### src/rtl/ext_bus_pkg.sv
// Shared encodings for EXT_* bus responders: transfer sizes, responder FSM
// states and the wait-state counter type.
package ext_bus_pkg;

  localparam int WAIT_CNT_W = 4;

  localparam logic [2:0] SZ_BYTE = 3'd0;
  localparam logic [2:0] SZ_HALF = 3'd1;
  localparam logic [2:0] SZ_WORD = 3'd2;

  // The completion cycle (EXT_HREADYOUT=1) is the DONE slot: it can be the
  // ACCESS, RDWAIT or last WAIT cycle, and it accepts a back-to-back request.
  typedef enum logic [1:0] {
    ST_IDLE,
    ST_ACCESS,
    ST_RDWAIT,
    ST_WAIT
  } state_t;

  typedef logic [WAIT_CNT_W-1:0] wait_cnt_t;

  function automatic logic size_is_legal(input logic [2:0] size);
    return (size == SZ_BYTE) || (size == SZ_HALF) || (size == SZ_WORD);
  endfunction

endpackage

### src/rtl/ext_be_decode.sv
// Byte-enable decode for a little-endian 32-bit word: {size, offset} -> be,
// plus a flag for illegal sizes and misaligned half/word accesses.
module ext_be_decode
  import ext_bus_pkg::*;
(
  input  logic [2:0] i_size,
  input  logic [1:0] i_offset,
  output logic [3:0] o_be,
  output logic       o_misaligned
);

  always_comb begin
    // NOTE: every output gets a default before the case so no path can infer a latch.
    o_be         = 4'b0000;
    o_misaligned = 1'b0;
    case (i_size)
      SZ_BYTE: o_be = 4'b0001 << i_offset;
      SZ_HALF: begin
        if (i_offset == 2'd0)      o_be = 4'b0011;
        else if (i_offset == 2'd2) o_be = 4'b1100;
        else                       o_misaligned = 1'b1;
      end
      SZ_WORD: begin
        if (i_offset == 2'd0) o_be = 4'b1111;
        else                  o_misaligned = 1'b1;
      end
      default: o_misaligned = !size_is_legal(i_size);
    endcase
  end

endmodule

### src/rtl/ext_bus_responder.sv
// Responder for the CPU EXT_* bus: captures the address phase, drives a
// one-cycle local register strobe, inserts wait states and returns read data.
module ext_bus_responder
  import ext_bus_pkg::*;
#(
  parameter int AWIDTH      = 16,
  parameter int REG_WORDS   = 16,
  parameter int WAIT_STATES = 0
) (
  input  logic              clk,
  input  logic              rst,
  input  logic              EXT_HSEL,
  input  logic [AWIDTH-1:0] EXT_HADDR,
  input  logic              EXT_HWRITE,
  input  logic [2:0]        EXT_HSIZE,
  input  logic [31:0]       EXT_HWDATA,
  output logic [31:0]       EXT_HRDATA,
  output logic              EXT_HREADYOUT,
  output logic [3:0]        reg_addr,
  output logic              reg_en,
  output logic              reg_we,
  output logic [3:0]        reg_be,
  output logic [31:0]       reg_wdata,
  input  logic [31:0]       reg_rdata,
  output logic              err_flag,
  output logic [7:0]        err_count
);

  localparam bit        WS_ZERO = (WAIT_STATES == 0);
  localparam bit        WS_ONE  = (WAIT_STATES == 1);
  localparam wait_cnt_t WS_M1   = WAIT_CNT_W'(WAIT_STATES - 1);

  state_t      r_state;
  logic        r_write;
  logic        r_illegal;
  wait_cnt_t   r_wait_cnt;
  logic        r_hreadyout;
  logic [31:0] r_hrdata;
  logic        r_reg_en;
  logic        r_reg_we;
  logic [3:0]  r_reg_be;
  logic [3:0]  r_reg_addr;
  logic        r_err_flag;
  logic [7:0]  r_err_count;

  logic [3:0]        w_be;
  logic              w_misaligned;
  logic [AWIDTH-3:0] w_word_idx;
  logic              w_out_of_range;
  logic              w_illegal;
  logic              w_accept;

  ext_be_decode u_be_decode (
    .i_size      (EXT_HSIZE),
    .i_offset    (EXT_HADDR[1:0]),
    .o_be        (w_be),
    .o_misaligned(w_misaligned)
  );

  assign w_word_idx     = EXT_HADDR[AWIDTH-1:2];
  assign w_out_of_range = (32'(w_word_idx) >= 32'(REG_WORDS));
  assign w_illegal      = w_misaligned || w_out_of_range;
  assign w_accept       = EXT_HSEL && ((r_state == ST_IDLE) || r_hreadyout);

  always_ff @(posedge clk) begin
    if (rst) begin
      r_state     <= ST_IDLE;
      r_write     <= 1'b0;
      r_illegal   <= 1'b0;
      r_wait_cnt  <= '0;
      r_hreadyout <= 1'b0;
      r_hrdata    <= '0;
      r_reg_en    <= 1'b0;
      r_reg_we    <= 1'b0;
      r_reg_be    <= '0;
      r_reg_addr  <= '0;
      r_err_flag  <= 1'b0;
      r_err_count <= '0;
    end else begin
      // NOTE: state registers use non-blocking assignments so every branch sees pre-edge values.
      r_reg_en <= 1'b0;
      r_reg_we <= 1'b0;
      r_reg_be <= '0;

      // Local read data is valid in the RDWAIT cycle only.
      if (r_state == ST_RDWAIT) r_hrdata <= reg_rdata;

      if (w_accept) begin
        r_state     <= ST_ACCESS;
        r_write     <= EXT_HWRITE;
        r_illegal   <= w_illegal;
        r_reg_en    <= !w_illegal;
        r_reg_we    <= EXT_HWRITE && !w_illegal;
        r_reg_be    <= w_illegal ? 4'b0000 : w_be;
        r_reg_addr  <= EXT_HADDR[5:2];
        r_hreadyout <= WS_ZERO && (EXT_HWRITE || w_illegal);
        if (w_illegal) begin
          r_hrdata   <= '0;
          r_err_flag <= 1'b1;
          if (r_err_count != 8'hFF) r_err_count <= r_err_count + 8'd1;
        end
      end else if (r_hreadyout) begin
        r_state     <= ST_IDLE;
        r_hreadyout <= 1'b0;
      end else begin
        case (r_state)
          ST_IDLE: ;
          ST_ACCESS: begin
            if (!r_write && !r_illegal) begin
              r_state     <= ST_RDWAIT;
              r_hreadyout <= WS_ZERO;
            end else begin
              r_state     <= ST_WAIT;
              r_wait_cnt  <= WS_M1;
              r_hreadyout <= WS_ONE;
            end
          end
          ST_RDWAIT: begin
            r_state     <= ST_WAIT;
            r_wait_cnt  <= WS_M1;
            r_hreadyout <= WS_ONE;
          end
          ST_WAIT: begin
            r_wait_cnt  <= r_wait_cnt - 1'b1;
            r_hreadyout <= (r_wait_cnt == wait_cnt_t'(1));
          end
          default: r_state <= ST_IDLE;
        endcase
      end
    end
  end

  // With no wait states the read completes in RDWAIT, before the hold register loads.
  assign EXT_HRDATA    = ((r_state == ST_RDWAIT) && r_hreadyout) ? reg_rdata : r_hrdata;
  assign EXT_HREADYOUT = r_hreadyout;
  assign reg_addr      = r_reg_addr;
  assign reg_en        = r_reg_en;
  assign reg_we        = r_reg_we;
  assign reg_be        = r_reg_be;
  assign reg_wdata     = EXT_HWDATA;
  assign err_flag      = r_err_flag;
  assign err_count     = r_err_count;

endmodule

### config.mk
export PLATFORM = sky130hd
export DESIGN_NAME = ext_bus_responder
export DESIGN_NICKNAME = d
export VERILOG_FILES = /design/src/rtl/ext_bus_pkg.sv /design/src/rtl/ext_be_decode.sv /design/src/rtl/ext_bus_responder.sv
export SDC_FILE = /design/constraint.sdc
export NUM_CORES = 1
export LEC_CHECK = 0
export ABC_CLOCK_PERIOD_IN_PS = 5500
export BUFFER_PORTS_ARGS = -buffer_cell sky130_fd_sc_hd__buf_2
export CAP_MARGIN = 20
export CORE_MARGIN = 5
export CORE_UTILIZATION = 48
export CTS_CLUSTER_SIZE = 25
export DETAILED_ROUTE_END_ITERATION = 10
export PLACE_DENSITY = 0.83
export SYNTH_ARGS = -nofsm -noshare
export SYNTH_HDL_FRONTEND = slang
export SYNTH_SLANG_ARGS = --single-unit
### constraint.sdc
create_clock -name clk -period 5.5 [get_ports clk]
set_clock_uncertainty 0.05 [all_clocks]
set_input_delay 0.55 -clock clk [delete_from_list [all_inputs] [get_ports clk]]
set_output_delay 0.55 -clock clk [all_outputs]
set_load 0.1 [all_outputs]
Yosys cells after proc, flatten, opt, wreduce, memory -nomap -nowiden
Cells that the tools add are included.
W data, S select, Z words.
Operators by class
  reductions and logical operators: 25
  div/mod/pow operators: 0
  $add $sub $neg: 2
  equal/unequal tests: 9
  $mul: 0
  muxes and demuxes: 22
  bitwise gates (word level): 2
  shift-type cells: 1
  order comparisons: 1
Operators by type and width (number)
  $mux W32: 4
  $pmux W4 S3: 2
  $mux W4: 4
  $ge A14 B5 Y1 const B: 1
  $mux W1: 9
  $add A8 B1 Y8 const B: 1
  $ne A8 B8 Y1 const B: 1
  $eq A2 B2 Y1 const B: 3
  $reduce_or A3 Y1: 2
  $logic_or A1 B1 Y1: 5
  $eq A4 B1 Y1 const B: 1
  $logic_and A1 B1 Y1: 4
  $logic_not A1 Y1: 4
  $logic_not A2 Y1: 2
  $pmux W2 S2: 1
  $reduce_and A4 Y1: 1
  $reduce_bool A4 Y1: 1
  $shl A1 B2 Y4 const A: 1
  $sub A4 B1 Y4 const B: 1
  $eq A3 B1 Y1 const B: 1
  $eq A3 B2 Y1 const B: 1
  $logic_not A3 Y1: 1
  $pmux W1 S3: 1
  $reduce_and A3 Y1: 1
  other kinds (8): 9
Word-level totals
  bits in latches: 0
  bits in read-only memories: 0
  bits in registers: 60
  output and inout port bits: 84
  bits in writable memories: 0
  memories kept: 0
  bits of input ports: 87

Longest topological paths before layout
Gate-level depths: netlist of run 1.
  depth in word-level cells: 8
  mapped depth: 7

Cells and area by module
From an unflattened synthesis of run 1, not the netlist that was laid out.
Second synthesis, totals
  cell total of the unflattened synthesis: 331
  area, all modules: 3155.5 µm²
Modules (own cells, without submodules)
  ext_bus_responder: cells an instance 310, sequential area each 1201.2 µm², area an instance 3005.4 µm², instances 1
  ext_be_decode: cells an instance 21, sequential area each 0.0 µm², area an instance 150.1 µm², instances 1

Worst setup path after synthesis of run 1
No wires, ideal clock.
  path kind: reg-to-output
  start point: reg r_hreadyout (netlist: EXT_HREADYOUT)
  end point: out EXT_HRDATA[10]
  buffers on the path: 1
  arrival: 2.467 ns
  setup slack: 2.433 ns
  cell stages (with the launch flop): 4
  path through: dfxtp_1 > nand2_1 > buf_1 > mux2_1
Between the ends
  cells in the longest elaborated chain, start to end: 2
Ends and longest elaborated chain
  start, declared: RTL line ext_bus_responder.sv:37  | logic r_hreadyout;
  start signal, assigned: RTL line ext_bus_responder.sv:96  | r_hreadyout <= WS_ZERO && (EXT_HWRITE || w_illegal);
  start signal, assigned: RTL line ext_bus_responder.sv:125  | r_hreadyout <= (r_wait_cnt == wait_cnt_t'(1));
  $logic_and A1 B1 Y1: RTL line ext_bus_responder.sv:134  | assign EXT_HRDATA = ((r_state == ST_RDWAIT) && r_hreadyout) ? reg_rdata : r_hrdata;
  $mux W32: RTL line ext_bus_responder.sv:134
  end, declared: RTL line ext_bus_responder.sv:17  | output logic [31:0] EXT_HRDATA,
No other way between the ends.

Final worst setup path of run 1
  start point: reg r_state[0]
  end point: out EXT_HRDATA[27]
Between the ends
  cells in the longest elaborated chain, start to end: 3
Ends and longest elaborated chain
  start, declared: RTL line ext_bus_responder.sv:33  | state_t r_state;
  start signal, assigned: RTL line ext_bus_responder.sv:67  | r_state <= ST_IDLE;
  start signal, assigned: RTL line ext_bus_responder.sv:89  | r_state <= ST_ACCESS;
  start signal, assigned: RTL line ext_bus_responder.sv:103  | r_state <= ST_IDLE;
  $eq A2 B2 Y1: RTL line ext_bus_responder.sv:134
  $logic_and A1 B1 Y1: RTL line ext_bus_responder.sv:134
  $mux W32: RTL line ext_bus_responder.sv:134
No other way between the ends.

==> results of run 1 <==
==> metal layers <==
| layer | global-route usage | share of wire |
|---|---|---|
| met1 | 0.183 | 0.41 |
| met2 | 0.284 | 0.52 |
| met3 | 0.0417 | 0.055 |
| met4 | 0.0931 | 0.018 |
| met5 | 0 | 0 |
==> registers in the layout (all words and copies together), names as in the netlist, 2 cells and up <==
register,cells
reg_be,4
r_state,2
err_count,8
reg_addr,4
r_wait_cnt,4
r_hrdata,32
==> power groups by stage <==
| stage | clock (mW) | combinational [mW] | sequential (mW) |
|---|---|---|---|
| global route | 0.460 | 0.577 | 0.516 |
| global placement | 0 | 0.525 | 0.517 |
| detailed placement | 0 | 0.546 | 0.518 |
| floorplan | 0 | 0.480 | 0.584 |
| finish | 0.430 | 0.542 | 0.510 |
| CTS | 0.441 | 0.546 | 0.509 |
==> cell usage after synthesis <==
library cell / n
sky130_fd_sc_hd__nor3_1: 4
sky130_fd_sc_hd__buf_2: 2
sky130_fd_sc_hd__inv_1: 6
sky130_fd_sc_hd__inv_2: 1
sky130_fd_sc_hd__o21ai_1: 3
sky130_fd_sc_hd__dfxtp_1: 60
sky130_fd_sc_hd__mux2i_1: 32
sky130_fd_sc_hd__nor3_2: 2
sky130_fd_sc_hd__a311oi_1: 3
sky130_fd_sc_hd__mux2_1: 34
sky130_fd_sc_hd__nand4_1: 1
sky130_fd_sc_hd__buf_1: 4
sky130_fd_sc_hd__o21bai_1: 1
sky130_fd_sc_hd__nor2_1: 46
sky130_fd_sc_hd__a32oi_1: 1
sky130_fd_sc_hd__a2111oi_4: 1
sky130_fd_sc_hd__o21ba_1: 1
sky130_fd_sc_hd__or2_1: 1
sky130_fd_sc_hd__and2_1: 2
sky130_fd_sc_hd__o31ai_1: 3
sky130_fd_sc_hd__or3b_1: 1
sky130_fd_sc_hd__or4_1: 2
sky130_fd_sc_hd__nand4b_4: 1
sky130_fd_sc_hd__o21ai_0: 5
sky130_fd_sc_hd__nand3_1: 2
sky130_fd_sc_hd__a211o_1: 1
sky130_fd_sc_hd__clkbuf_1: 10
sky130_fd_sc_hd__nand3b_1: 1
sky130_fd_sc_hd__or3_1: 2
sky130_fd_sc_hd__nor2b_1: 2
sky130_fd_sc_hd__o21a_2: 1
sky130_fd_sc_hd__ha_1: 8
sky130_fd_sc_hd__and3_1: 5
sky130_fd_sc_hd__nand2_1: 14
sky130_fd_sc_hd__nor4_1: 4
sky130_fd_sc_hd__buf_4: 32
sky130_fd_sc_hd__a211oi_1: 2
sky130_fd_sc_hd__a211oi_2: 1
sky130_fd_sc_hd__xor2_1: 1
sky130_fd_sc_hd__nand2b_1: 5
sky130_fd_sc_hd__a21oi_1: 16
==> tightest hold or removal path, delay by kind of cell, from the launching register on <==
family / cells / cell delay (ns)
flip-flops: 1 / 0.31
AO/OA/AOI/OAI: 1 / 0.05
buffers and inverters: 1 / 0.05
==> path summary, 6_finish.rpt <==
check                            endpoint  cells past startpoint  slack, ns               startpoint
setup / recovery           EXT_HRDATA[27]                      6       2.12  r_state[0]$_SDFFE_PP0P_
hold / removal      err_flag$_SDFFE_PP0P_                      2       0.40    err_flag$_SDFFE_PP0P_
setup reg to reg  r_hrdata[12]$_SDFF_PP0_                      7       2.94  r_state[0]$_SDFFE_PP0P_
hold reg to reg     err_flag$_SDFFE_PP0P_                      2       0.40    err_flag$_SDFFE_PP0P_
==> stage by stage <==
stage | utilization | total power [mW]
floorplan | - | 1.06
global placement | 0.545 | 1.04
detailed placement | 0.549 | 1.06
CTS | 0.584 | 1.50
global route | 0.584 | 1.55
finish | 0.584 | 1.48
==> layout make-up <==
class | instances | area [µm²] | area share
clock inverter | 5 | 75.1 | 0.0205
inverter | 7 | 26.3 | 0.00717
sequential | 60 | 1200 | 0.328
timing repair buffer | 109 | 573 | 0.156
tap | 77 | 96.3 | 0.0263
clock buffer | 11 | 141 | 0.0386
multi-input combinational | 209 | 1550 | 0.423
==> logic make-up (layout without fill, tap and decap cells) <==
family,Yosys count,after routing,share of synthesized area
adder cells (fa/ha/maj),8,8,0.0325
buffers and inverters,55,132,0.107
XOR/XNOR,1,1,0.00285
AO/OA/AOI/OAI,39,39,0.0870
flip-flops,60,60,0.390
multiplexers,66,66,0.228
AND/OR/NAND/NOR,95,95,0.152
==> impl_summary.txt, run 1 <==
----------------------------------------------------
[Clock network]
  Clock tree from TritonCTS ... done
  H-tree depth reported by CTS ... 3
  TritonCTS buffer count ... 9
  Clock latency on the worst-skew pair ... 0.32 ns
  Clock root buffer ... sky130_fd_sc_hd__clkbuf_8
  Max Buffers Root-to-Sink ... 2
  Number of gates given a new drive strength after cts ... 0
  Clock-pin slew reported for the worst setup and hold paths after clock tree synthesis ... roughly 0.07 ns
  Post-cts hold buffer count ... 0
  Num Clock Sinks ... 60
  Post-CTS Setup Bufs ... 0

[Timing]
  Total Negative Setup Slacks ... 0 ns
  Slew headroom ... 0.323
  Final period utilization ... 0.614
  Count of pins over their slew limit ... 0
  Least-Margin Pin Slew ... approximately 1 ns
  Peak Freq ... ~300 MHz
  Setup Viol. Count Final ... 0
  Number of hold-slack violations in the final timing report ... 0
  Setup repair after global routing missed its margin ... no
  Clock period minus final worst setup slack ... 3.38 ns
  Worst hold slack ... 0.402 ns
  Worst Setup Slack, final ... between 2 and 2.5 ns

[Layout]
  Post-layout instance area ... roughly 0.0037 mm²
  Post-route insts no fill ... ~480
  Commonest non-fill, non-tap cell in the layout ... sky130_fd_sc_hd__buf_2
  Growth of design area from synthesis to finish ... 19.0%
  Antenna cell count ... 0
  Commonest non-fill, non-tap cells in the layout ... sky130_fd_sc_hd__buf_2 (106), sky130_fd_sc_hd__dfxtp_1 (60), sky130_fd_sc_hd__nor2_1 (46), sky130_fd_sc_hd__mux2_1 (34), sky130_fd_sc_hd__mux2i_1 (32)
  Total of fill cells in the finished design ... 568
  Fraction of final layout cells sized beyond drive strength 1 ... 0.329
  Nets ... roughly 490

[Yosys]
  Share of the synthesized area in the top cell type ... 0.390
  Nets in the synthesized netlist ... approximately 420
  Top cell type by total area after synthesis ... sky130_fd_sc_hd__dfxtp_1
  Number of warnings reported in the yosys synthesis log ... 0
  Number of distinct library cell variants in the gate-level netlist after synthesis ... between 40 and 50
  Netlist Area Pre-Place ... approximately 0.003 mm²
  Synth Register Bits ... 60
  Cell types with the largest area share after synthesis ... sky130_fd_sc_hd__dfxtp_1 (39%), sky130_fd_sc_hd__mux2_1 (12%), sky130_fd_sc_hd__mux2i_1 (10%), sky130_fd_sc_hd__buf_4 (7.8%), sky130_fd_sc_hd__nor2_1 (5.6%)
  Synthesized area divided by synthesized cell count ... approximately 9.5 µm²
  Seq/Total Area, Yosys ... 0.390
  Count of mapped cells out of synthesis ... ~320

[Global route]
  Global-route wire length before repair ... 11,400 µm
  Initial antenna violation count ... 0
  Overall Global Routing Usage ... 0.165
  Pin count of the biggest net entering global routing ... 35
  Total global routing overflow ... 0
  Vias in the first global route ... 2,530

[Floorplan]
  Starting Density ... 0.490
  # rows ... 29
  Floorplan die height ... between 90 and 100 µm
  Area of the core ... roughly 0.0063 mm²
  Die X ... between 90 and 100 µm
  Area enclosed by the die boundary ... 0.00811 mm²
  I/O pins ... ~170

[Pwr]
  Register share of total power ... 0.344
  Sw power ... between 0.5 and 0.6 mW
  Net switching fraction of the power ... 0.399
  Combinational group share of total power ... 0.366
  Internal power component ... between 0.8 and 0.9 mW
  Power density normalized to cell area ... approximately 400 mW/mm²
  IR Drop Worst-Case VDD ... about 230 µV
  Part of the power in the clock network ... 0.290
  Pleak ... around 1.7 nW

[Hold path]
  Hold Crit Class ... flip-flop to flip-flop

[Route]
  Post-detailed-route via-to-cell ratio ... a little over 5
  Detailed Routing Iterations Pass 1 ... 4
  Wire length per cell ... between 10 and 15 µm
  Via count ... roughly 2,400
  Number of antenna-violating nets in the routed design ... 0
  Aggregate routed wire length ... around 6800 µm
  1st-iter DRT viols ... 117
  DRC violation count after routing ... 0

[Critical path]
  Kind of start point of the critical path ... flip-flop
  CP Max Fanout ... 34
  Combined buffer and inverter count along the critical path ... 3
  Endpoint required time on the critical path ... 4.90 ns
  CP max-delay cell ... sky130_fd_sc_hd__ha_2
  WS Path Type ... flip-flop to output pin
  Cell-by-cell listing of the critical path ... inv_1 -> ha_2 -> nand2_1 -> buf_4 -> mux2_1 -> buf_2
  Kind of cell adding the most delay to the critical path ... adder cells
  Crit-path max cell delay ... between 0.8 and 0.9 ns
  Crit. End Element ... output pin
  Arrival time of data at the critical path endpoint ... approximately 2.8 ns

[Placement]
  Cell area after placement ... about 0.0034 mm²
  Number of placed cells counting well taps ... approximately 460
  HPWL Detailed ... just over 5000 µm
  Pre-CTS setup slack ... around 2.4 ns
  Port-buffer cells ... roughly 110
  Last weighted congestion value of the routability-driven placer ... 0.744

[Status]
  Outcome ... complete, no violations

[Job]
  Total of max-cap violations ... 0

----------------------------------------------------
Power figures use the tool's default switching activity.
==> inputs of run 2 (changes only) <==
--- a/config.mk
+++ b/config.mk
@@ -5,14 +5,14 @@
 export SDC_FILE = /design/constraint.sdc
 export NUM_CORES = 1
 export LEC_CHECK = 0
-export ABC_CLOCK_PERIOD_IN_PS = 5500
+export ABC_CLOCK_PERIOD_IN_PS = 2950
 export BUFFER_PORTS_ARGS = -buffer_cell sky130_fd_sc_hd__buf_2
 export CAP_MARGIN = 20
 export CORE_MARGIN = 5
-export CORE_UTILIZATION = 48
+export CORE_UTILIZATION = 40
 export CTS_CLUSTER_SIZE = 25
 export DETAILED_ROUTE_END_ITERATION = 10
-export PLACE_DENSITY = 0.83
+export PLACE_DENSITY = 0.73
 export SYNTH_ARGS = -nofsm -noshare
 export SYNTH_HDL_FRONTEND = slang
 export SYNTH_SLANG_ARGS = --single-unit
==> constraint.sdc (replaced) <==
create_clock -name clk -period 2.95 [get_ports clk]
set_clock_uncertainty 0.05 [all_clocks]
set_input_delay 0.295 -clock clk [delete_from_list [all_inputs] [get_ports clk]]
set_output_delay 0.295 -clock clk [all_outputs]
set_load 0.1 [all_outputs]
==> run 2 against run 1 <==
  * Global-route usage down 2.3 points
  * Clock power up 49%
  * Critical endpoint is now EXT_HRDATA[11]
  * Highest routed layer unchanged
  * Largest cell class unchanged
  * Register-to-register slack worse by 2.1 ns
  * Sequential power up 86%
  * Combinational power up 82%
  * Critical path depth unchanged
  * Sequential share of layout area up 0.26 points
==> impl_summary.txt, run 2 (same netlist as run 1, synthesis figures left out) <==
----------------------------------------------------
[Layout]
  Fraction of final layout cells sized beyond drive strength 1 ... 0.327 (-0.00249)
  Antenna cell count ... 0 (unchanged)
  Commonest non-fill, non-tap cells in the layout ... sky130_fd_sc_hd__buf_2 (106), sky130_fd_sc_hd__dfxtp_1 (60), sky130_fd_sc_hd__nor2_1 (46), sky130_fd_sc_hd__mux2_1 (34), sky130_fd_sc_hd__mux2i_1 (32)
  Commonest non-fill, non-tap cell in the layout ... sky130_fd_sc_hd__buf_2
  Post-route insts no fill ... 503 (+5.2%)
  Post-layout instance area ... 0.00363 mm² (-0.79%)
  Nets ... 492 (+0.20%)
  Register ranked first by flip-flop count ... r_hrdata
  Flip-flop count of the largest register, all copies and words added ... 32 (unchanged)
  Total of fill cells in the finished design ... 715 (+26%)
  Layout Utilization ... 0.478 (-0.106)
  Growth of design area from synthesis to finish ... 18.1%

[Placement]
  Port-buffer cells ... 106 (unchanged)
  Last weighted congestion value of the routability-driven placer ... 0.771 (+3.6%)
  Number of placed cells counting well taps ... 488 (+5.6%)
  HPWL Detailed ... 4950 µm (-3.2%)
  Cell area after placement ... 0.00347 mm² (+0.54%)

[Pwr]
  Pleak ... 1.69 nW (-1.6%)
  IR Drop Worst-Case VDD ... 372 µV (+63%)
  Power density normalized to cell area ... 709 mW/mm² (+75%)
  Post-route total power ... 2.58 mW (+74%)

[Global route]
  Initial antenna violation count ... 0 (unchanged)
  Pin count of the biggest net entering global routing ... 34 (-2.9%)
  Overall Global Routing Usage ... 0.142 (-0.0225)
  Total global routing overflow ... 0 (unchanged)
  Global-route wire length before repair ... 11,200 µm (-0.97%)
  Vias in the first global route ... 2,408 (-4.8%)

[Critical path]
  Endpoint required time on the critical path ... 2.61 ns (-2.29 ns)
  Crit. End Element ... output pin
  WS Path Type ... flip-flop to output pin
  CP Max Fanout ... 32 (-5.9%)
  Arrival time of data at the critical path endpoint ... 2.13 ns (-0.65 ns)
  Setup slack, reg-to-reg ... 0.82 ns (-2.12 ns)
  Kind of start point of the critical path ... flip-flop

[Clock network]
  Num Clock Sinks ... 60 (unchanged)
  Clock latency on the worst-skew pair ... 0.32 ns (about the same)
  Post-cts hold buffer count ... 0 (unchanged)
  Clock root buffer ... sky130_fd_sc_hd__clkbuf_8
  TritonCTS buffer count ... 9 (unchanged)
  Clock tree from TritonCTS ... done
  Number of gates given a new drive strength after cts ... 0 (unchanged)
  Post-CTS Setup Bufs ... 0 (unchanged)
  H-tree depth reported by CTS ... 3 (unchanged)
  Clock-pin slew reported for the worst setup and hold paths after clock tree synthesis ... 0.07 ns (about the same)
  Max Buffers Root-to-Sink ... 2 (unchanged)

[Route]
  DRC violation count after routing ... 0 (unchanged)
  Detailed Routing Iterations Pass 1 ... 4 (unchanged)
  1st-iter DRT viols ... 79 (-32%)
  Number of antenna-violating nets in the routed design ... 0 (unchanged)
  Wire length per cell ... 13.4 µm (-6.1%)
  Post-detailed-route via-to-cell ratio ... 4.88 (-4.0%)
  Aggregate routed wire length ... 6750 µm (-1.2%)
  Via count ... 2,454 (+1.1%)

[Timing]
  Setup repair after global routing missed its margin ... no
  Clock period minus final worst setup slack ... approximately 2.5 ns
  Slew headroom ... 0.436 (+0.113)
  Final period utilization ... 0.841
  Number of hold-slack violations in the final timing report ... 0 (unchanged)
  Count of pins over their slew limit ... 0 (unchanged)
  Peak Freq ... 403 MHz
  Total Negative Setup Slacks ... 0 ns (unchanged)
  Least-Margin Pin Slew ... 0.840 ns (-0.175 ns)
  Setup Viol. Count Final ... 0 (unchanged)

[Status]
  Outcome ... complete, no violations

[Floorplan]
  I/O pins ... 171 (unchanged)
  Floorplan die height ... 97.7 µm (+8.5%)
  Area of the core ... 0.00761 mm² (+21%)
  # rows ... 32 (+10%)
  Area enclosed by the die boundary ... 0.00955 mm² (+18%)
  Starting Density ... 0.405 (-0.0857)
  Die X ... 97.7 µm (+8.5%)

[Hold path]
  Hold Crit Class ... input port to flip-flop

[Job]
  Total of max-cap violations ... 0 (unchanged)

----------------------------------------------------
==> run 2: worst max-delay path, stage by stage (launching register included) <==
cell and delay (ns):
sky130_fd_sc_hd__dfxtp_1 0.38, sky130_fd_sc_hd__inv_1 0.10, sky130_fd_sc_hd__ha_2 0.19, sky130_fd_sc_hd__nand2_1 0.06, sky130_fd_sc_hd__buf_4 0.38, sky130_fd_sc_hd__mux2_1 0.38, sky130_fd_sc_hd__buf_2 0.30
==> run 2: path summary, 6_finish.rpt <==
path	end	from	cells after the start
hold / removal	reg_we$_SDFF_PP0_	EXT_HWRITE	3
setup / recovery	EXT_HRDATA[11]	r_state[0]$_SDFFE_PP0P_	6
setup reg to reg	err_count[4]$_SDFFE_PP0P_	r_state[0]$_SDFFE_PP0P_	6
hold reg to reg	err_flag$_SDFFE_PP0P_	err_flag$_SDFFE_PP0P_	2
==> run 2: final cells by class <==
| class | count | area [µm²] | area share |
|---|---|---|---|
| clock buffers | 13 | 159 | 0.0437 |
| clock inverters | 2 | 10.0 | 0.00275 |
| inverters | 7 | 26.3 | 0.00723 |
| multi-input cells | 209 | 1550 | 0.427 |
| flip-flops and latches | 60 | 1200 | 0.330 |
| well taps | 102 | 128 | 0.0351 |
| repair buffers | 110 | 561 | 0.154 |
==> run 2: metrics by stage <==
| step | setup slack (ns) | hold slack, ns |
|---|---|---|
| global placement | 0.833 | 0.381 |
| finish | 0.470 | 0.159 |
| global route | 0.343 | 0.132 |
| detailed placement | 0.740 | 0.387 |
| CTS | 0.423 | 0.142 |
| floorplan | 0.138 | 0.314 |
==> run 2: routing by layer <==
layer | wire length [µm] | share of wire | track usage | vias to the layer above
li1 | - | - | - | 1237
met1 | 2720 | 0.40 | 0.157 | 1127
met2 | 3470 | 0.51 | 0.249 | 71
met3 | 391 | 0.058 | 0.0388 | 19
met4 | 164 | 0.024 | 0.0714 | 0
met5 | 0 | 0 | 0 | -
==> run 2: report_power, final <==
group          internal [mW]  switching (mW)  total, mW
Combinational          0.265           0.723      0.988
Clock                  0.344           0.296      0.640
Sequential             0.886          0.0641      0.951
Total                   1.50            1.08       2.58
==> inputs of run 3 (changes only) <==
--- a/config.mk
+++ b/config.mk
@@ -5,14 +5,14 @@
 export SDC_FILE = /design/constraint.sdc
 export NUM_CORES = 1
 export LEC_CHECK = 0
-export ABC_CLOCK_PERIOD_IN_PS = 2950
+export ABC_CLOCK_PERIOD_IN_PS = 2500
 export BUFFER_PORTS_ARGS = -buffer_cell sky130_fd_sc_hd__buf_2
 export CAP_MARGIN = 20
 export CORE_MARGIN = 5
-export CORE_UTILIZATION = 40
+export CORE_UTILIZATION = 45
 export CTS_CLUSTER_SIZE = 25
 export DETAILED_ROUTE_END_ITERATION = 10
-export PLACE_DENSITY = 0.73
+export PLACE_DENSITY = 0.78
 export SYNTH_ARGS = -nofsm -noshare
 export SYNTH_HDL_FRONTEND = slang
 export SYNTH_SLANG_ARGS = --single-unit
==> constraint.sdc (replaced) <==
create_clock -name clk -period 2.5 [get_ports clk]
set_clock_uncertainty 0.05 [all_clocks]
set_input_delay 0.25 -clock clk [delete_from_list [all_inputs] [get_ports clk]]
set_output_delay 0.25 -clock clk [all_outputs]
set_load 0.1 [all_outputs]
==> run 3 against run 2 <==
  * Wire length rose by 0.80%
  * Die area shrank 10%
  * Cell area grew 0.48%
  * Critical path depth unchanged
  * Worst setup slack got worse by 0.24 ns
  * Global-route usage increased by 2.1 points
  * Clock-buffer cell count is 1 lower
  * Clock power up 30%
==> impl_summary.txt, run 3 (same netlist as run 1, synthesis figures left out) <==
----------------------------------------------------
[Placement]
  Port-buffer cells ... 106 (unchanged)
  Pre-CTS setup slack ... 0.479 ns (-0.261 ns)
  Last weighted congestion value of the routability-driven placer ... 0.743 (-3.5%)
  HPWL Detailed ... 4960 µm (+0.18%)

[Clock network]
  Number of gates given a new drive strength after cts ... 0 (unchanged)
  Clock root buffer ... sky130_fd_sc_hd__clkbuf_8
  H-tree depth reported by CTS ... 3 (unchanged)
  Clock tree from TritonCTS ... done
  Clock latency on the worst-skew pair ... 0.32 ns (about the same)
  Post-cts hold buffer count ... 0 (unchanged)
  Num Clock Sinks ... 60 (unchanged)
  Post-CTS Setup Bufs ... 0 (unchanged)
  Max Buffers Root-to-Sink ... 2 (unchanged)
  Clock-pin slew reported for the worst setup and hold paths after clock tree synthesis ... 0.07 ns (about the same)
  TritonCTS buffer count ... 9 (unchanged)

[Layout]
  Antenna cell count ... 0 (unchanged)
  Fraction of final layout cells sized beyond drive strength 1 ... 0.332 (+0.00500)
  Growth of design area from synthesis to finish ... 18.7%
  Commonest non-fill, non-tap cells in the layout ... sky130_fd_sc_hd__buf_2 (106), sky130_fd_sc_hd__dfxtp_1 (59), sky130_fd_sc_hd__nor2_1 (46), sky130_fd_sc_hd__mux2_1 (34), sky130_fd_sc_hd__mux2i_1 (32)
  Flip-flop count of the largest register, all copies and words added ... 32 (unchanged)
  Nets ... 494 (+0.41%)
  Register ranked first by flip-flop count ... r_hrdata
  Commonest non-fill, non-tap cell in the layout ... sky130_fd_sc_hd__buf_2
  Total of fill cells in the finished design ... 596 (-17%)

[Critical path]
  Arrival time of data at the critical path endpoint ... 1.97 ns (-0.16 ns)
  Crit. End Element ... output pin
  Kind of cell adding the most delay to the critical path ... buffers and inverters
  Kind of start point of the critical path ... flip-flop
  Cell-by-cell listing of the critical path ... inv_1 -> ha_2 -> nand2_1 -> buf_12 -> mux2_1 -> buf_2
  Endpoint required time on the critical path ... 2.20 ns (-0.41 ns)
  CP Max Fanout ... 32 (unchanged)
  Combined buffer and inverter count along the critical path ... 3 (unchanged)
  Crit-path max cell delay ... 0.37 ns (about the same)
  WS Path Type ... flip-flop to output pin
  CP max-delay cell ... sky130_fd_sc_hd__dfxtp_1

[Timing]
  Setup Viol. Count Final ... 0 (unchanged)
  Setup repair after global routing missed its margin ... no
  Clock period minus final worst setup slack ... around 2.3 ns
  Worst Setup Slack, final ... 0.231 ns (-0.239 ns)
  Least-Margin Pin Slew ... 0.673 ns (-0.167 ns)
  Total Negative Setup Slacks ... 0 ns (unchanged)
  Count of pins over their slew limit ... 0 (unchanged)
  Peak Freq ... roughly 440 MHz
  Number of hold-slack violations in the final timing report ... 0 (unchanged)
  Slew headroom ... 0.548 (+0.112)
  Final period utilization ... 0.908

[Floorplan]
  I/O pins ... 171 (unchanged)
  # rows ... 30 (-6.3%)
  Floorplan die height ... 92.7 µm (-5.1%)
  Die X ... 92.7 µm (-5.1%)
  Area enclosed by the die boundary ... 0.00859 mm² (-10%)
  Area of the core ... 0.00672 mm² (-12%)
  Starting Density ... 0.458 (+0.0535)

[Route]
  DRC violation count after routing ... 0 (unchanged)
  Detailed Routing Iterations Pass 1 ... 4 (unchanged)
  Aggregate routed wire length ... 6800 µm (+0.80%)
  Number of antenna-violating nets in the routed design ... 0 (unchanged)
  1st-iter DRT viols ... 112 (+42%)
  Highest routing layer actually used ... met4
  Routed length on met2 ... 3480 µm (+0.29%)
  Met3 WL ... 391 µm (unchanged)
  Total routed wire length on the met1 layer ... 2750 µm (+1.1%)
  Post-detailed-route via-to-cell ratio ... 5.14 (+5.3%)
  Via count ... 2,487 (+1.3%)
  Wire length per cell ... 14.0 µm (+4.8%)

[Job]
  Total of max-cap violations ... 0 (unchanged)

[Global route]
  Initial antenna violation count ... 0 (unchanged)
  Pin count of the biggest net entering global routing ... 34 (unchanged)
  Global-route wire length before repair ... 11,400 µm (+1.7%)
  Vias in the first global route ... 2,541 (+5.5%)
  Total global routing overflow ... 0 (unchanged)
  Overall Global Routing Usage ... 0.163 (+0.0210)

[Pwr]
  Sw power ... 1.31 mW (+21%)
  Internal power component ... 1.83 mW (+23%)
  Net switching fraction of the power ... 0.416 (-0.00385)
  Pleak ... 1.71 nW (+0.79%)
  Register share of total power ... 0.357 (-0.012)
  Part of the power in the clock network ... 0.264 (+0.016)
  IR Drop Worst-Case VDD ... 418 µV (+12%)
  Combinational group share of total power ... 0.379 (-0.004)
  Power density normalized to cell area ... 860 mW/mm² (+21%)

[Hold path]
  Hold Crit Class ... input port to flip-flop

[Status]
  Outcome ... complete, no violations

----------------------------------------------------
==> run 3: layer usage <==
layer,vias to the layer above,GRT usage
met3,26,0.0357
met2,66,0.282
met4,0,0.100
li1,1240,-
met1,1155,0.182
met5,-,0
==> run 3: path summary, 6_finish.rpt <==
check | from | endpoint | slack, ns | cells past startpoint
max | r_state[0]$_SDFFE_PP0P_ | EXT_HRDATA[24] | 0.23 | 6
min | EXT_HWRITE | reg_we$_SDFF_PP0_ | 0.11 | 3
max reg2reg | r_state[0]$_SDFFE_PP0P_ | err_count[3]$_SDFFE_PP0P_ | 0.48 | 7
min reg2reg | reg_addr[0]$_SDFFE_PP0P_ | reg_addr[0]$_SDFFE_PP0P_ | 0.41 | 2
==> run 3: power by group through the flow <==
| stage | Clock [mW] | Combinational [mW] | Sequential, mW |
|---|---|---|---|
| 2_1_floorplan | 0 | 1.06 | 1.29 |
| 3_3_place_gp | 0 | 1.17 | 1.14 |
| 3_5_place_dp | 0 | 1.20 | 1.14 |
| 4_1_cts | 0.853 | 1.20 | 1.12 |
| 5_1_grt | 0.897 | 1.28 | 1.14 |
| 6_report | 0.830 | 1.19 | 1.12 |
==> run 3: layout make-up <==
cell class | instances | area [µm²] | area share
repair buffers | 112 | 588 | 0.161
clock inverters | 4 | 50.0 | 0.0137
inverters | 7 | 26.3 | 0.00719
clock buffers | 12 | 135 | 0.0370
well taps | 80 | 100 | 0.0274
multi-input cells | 209 | 1550 | 0.424
flip-flops and latches | 60 | 1200 | 0.329
==> run 3: through the flow <==
step	std cells	power (mW)	util	hold WS, ns	area, µm²
4_1_cts	484	3.17	0.544	0.0957	3650
2_1_floorplan	324	2.34	-	0.269	3080
6_report	484	3.14	0.544	0.106	3650
3_3_place_gp	468	2.31	0.516	0.382	3470
5_1_grt	484	3.31	0.544	0.103	3650
3_5_place_dp	468	2.34	0.516	0.399	3470
==> run 3: worst min-delay path, stage by stage <==
cell                     delay, ns
sky130_fd_sc_hd__buf_2        0.11
sky130_fd_sc_hd__inv_1        0.04
sky130_fd_sc_hd__nor2_1       0.03
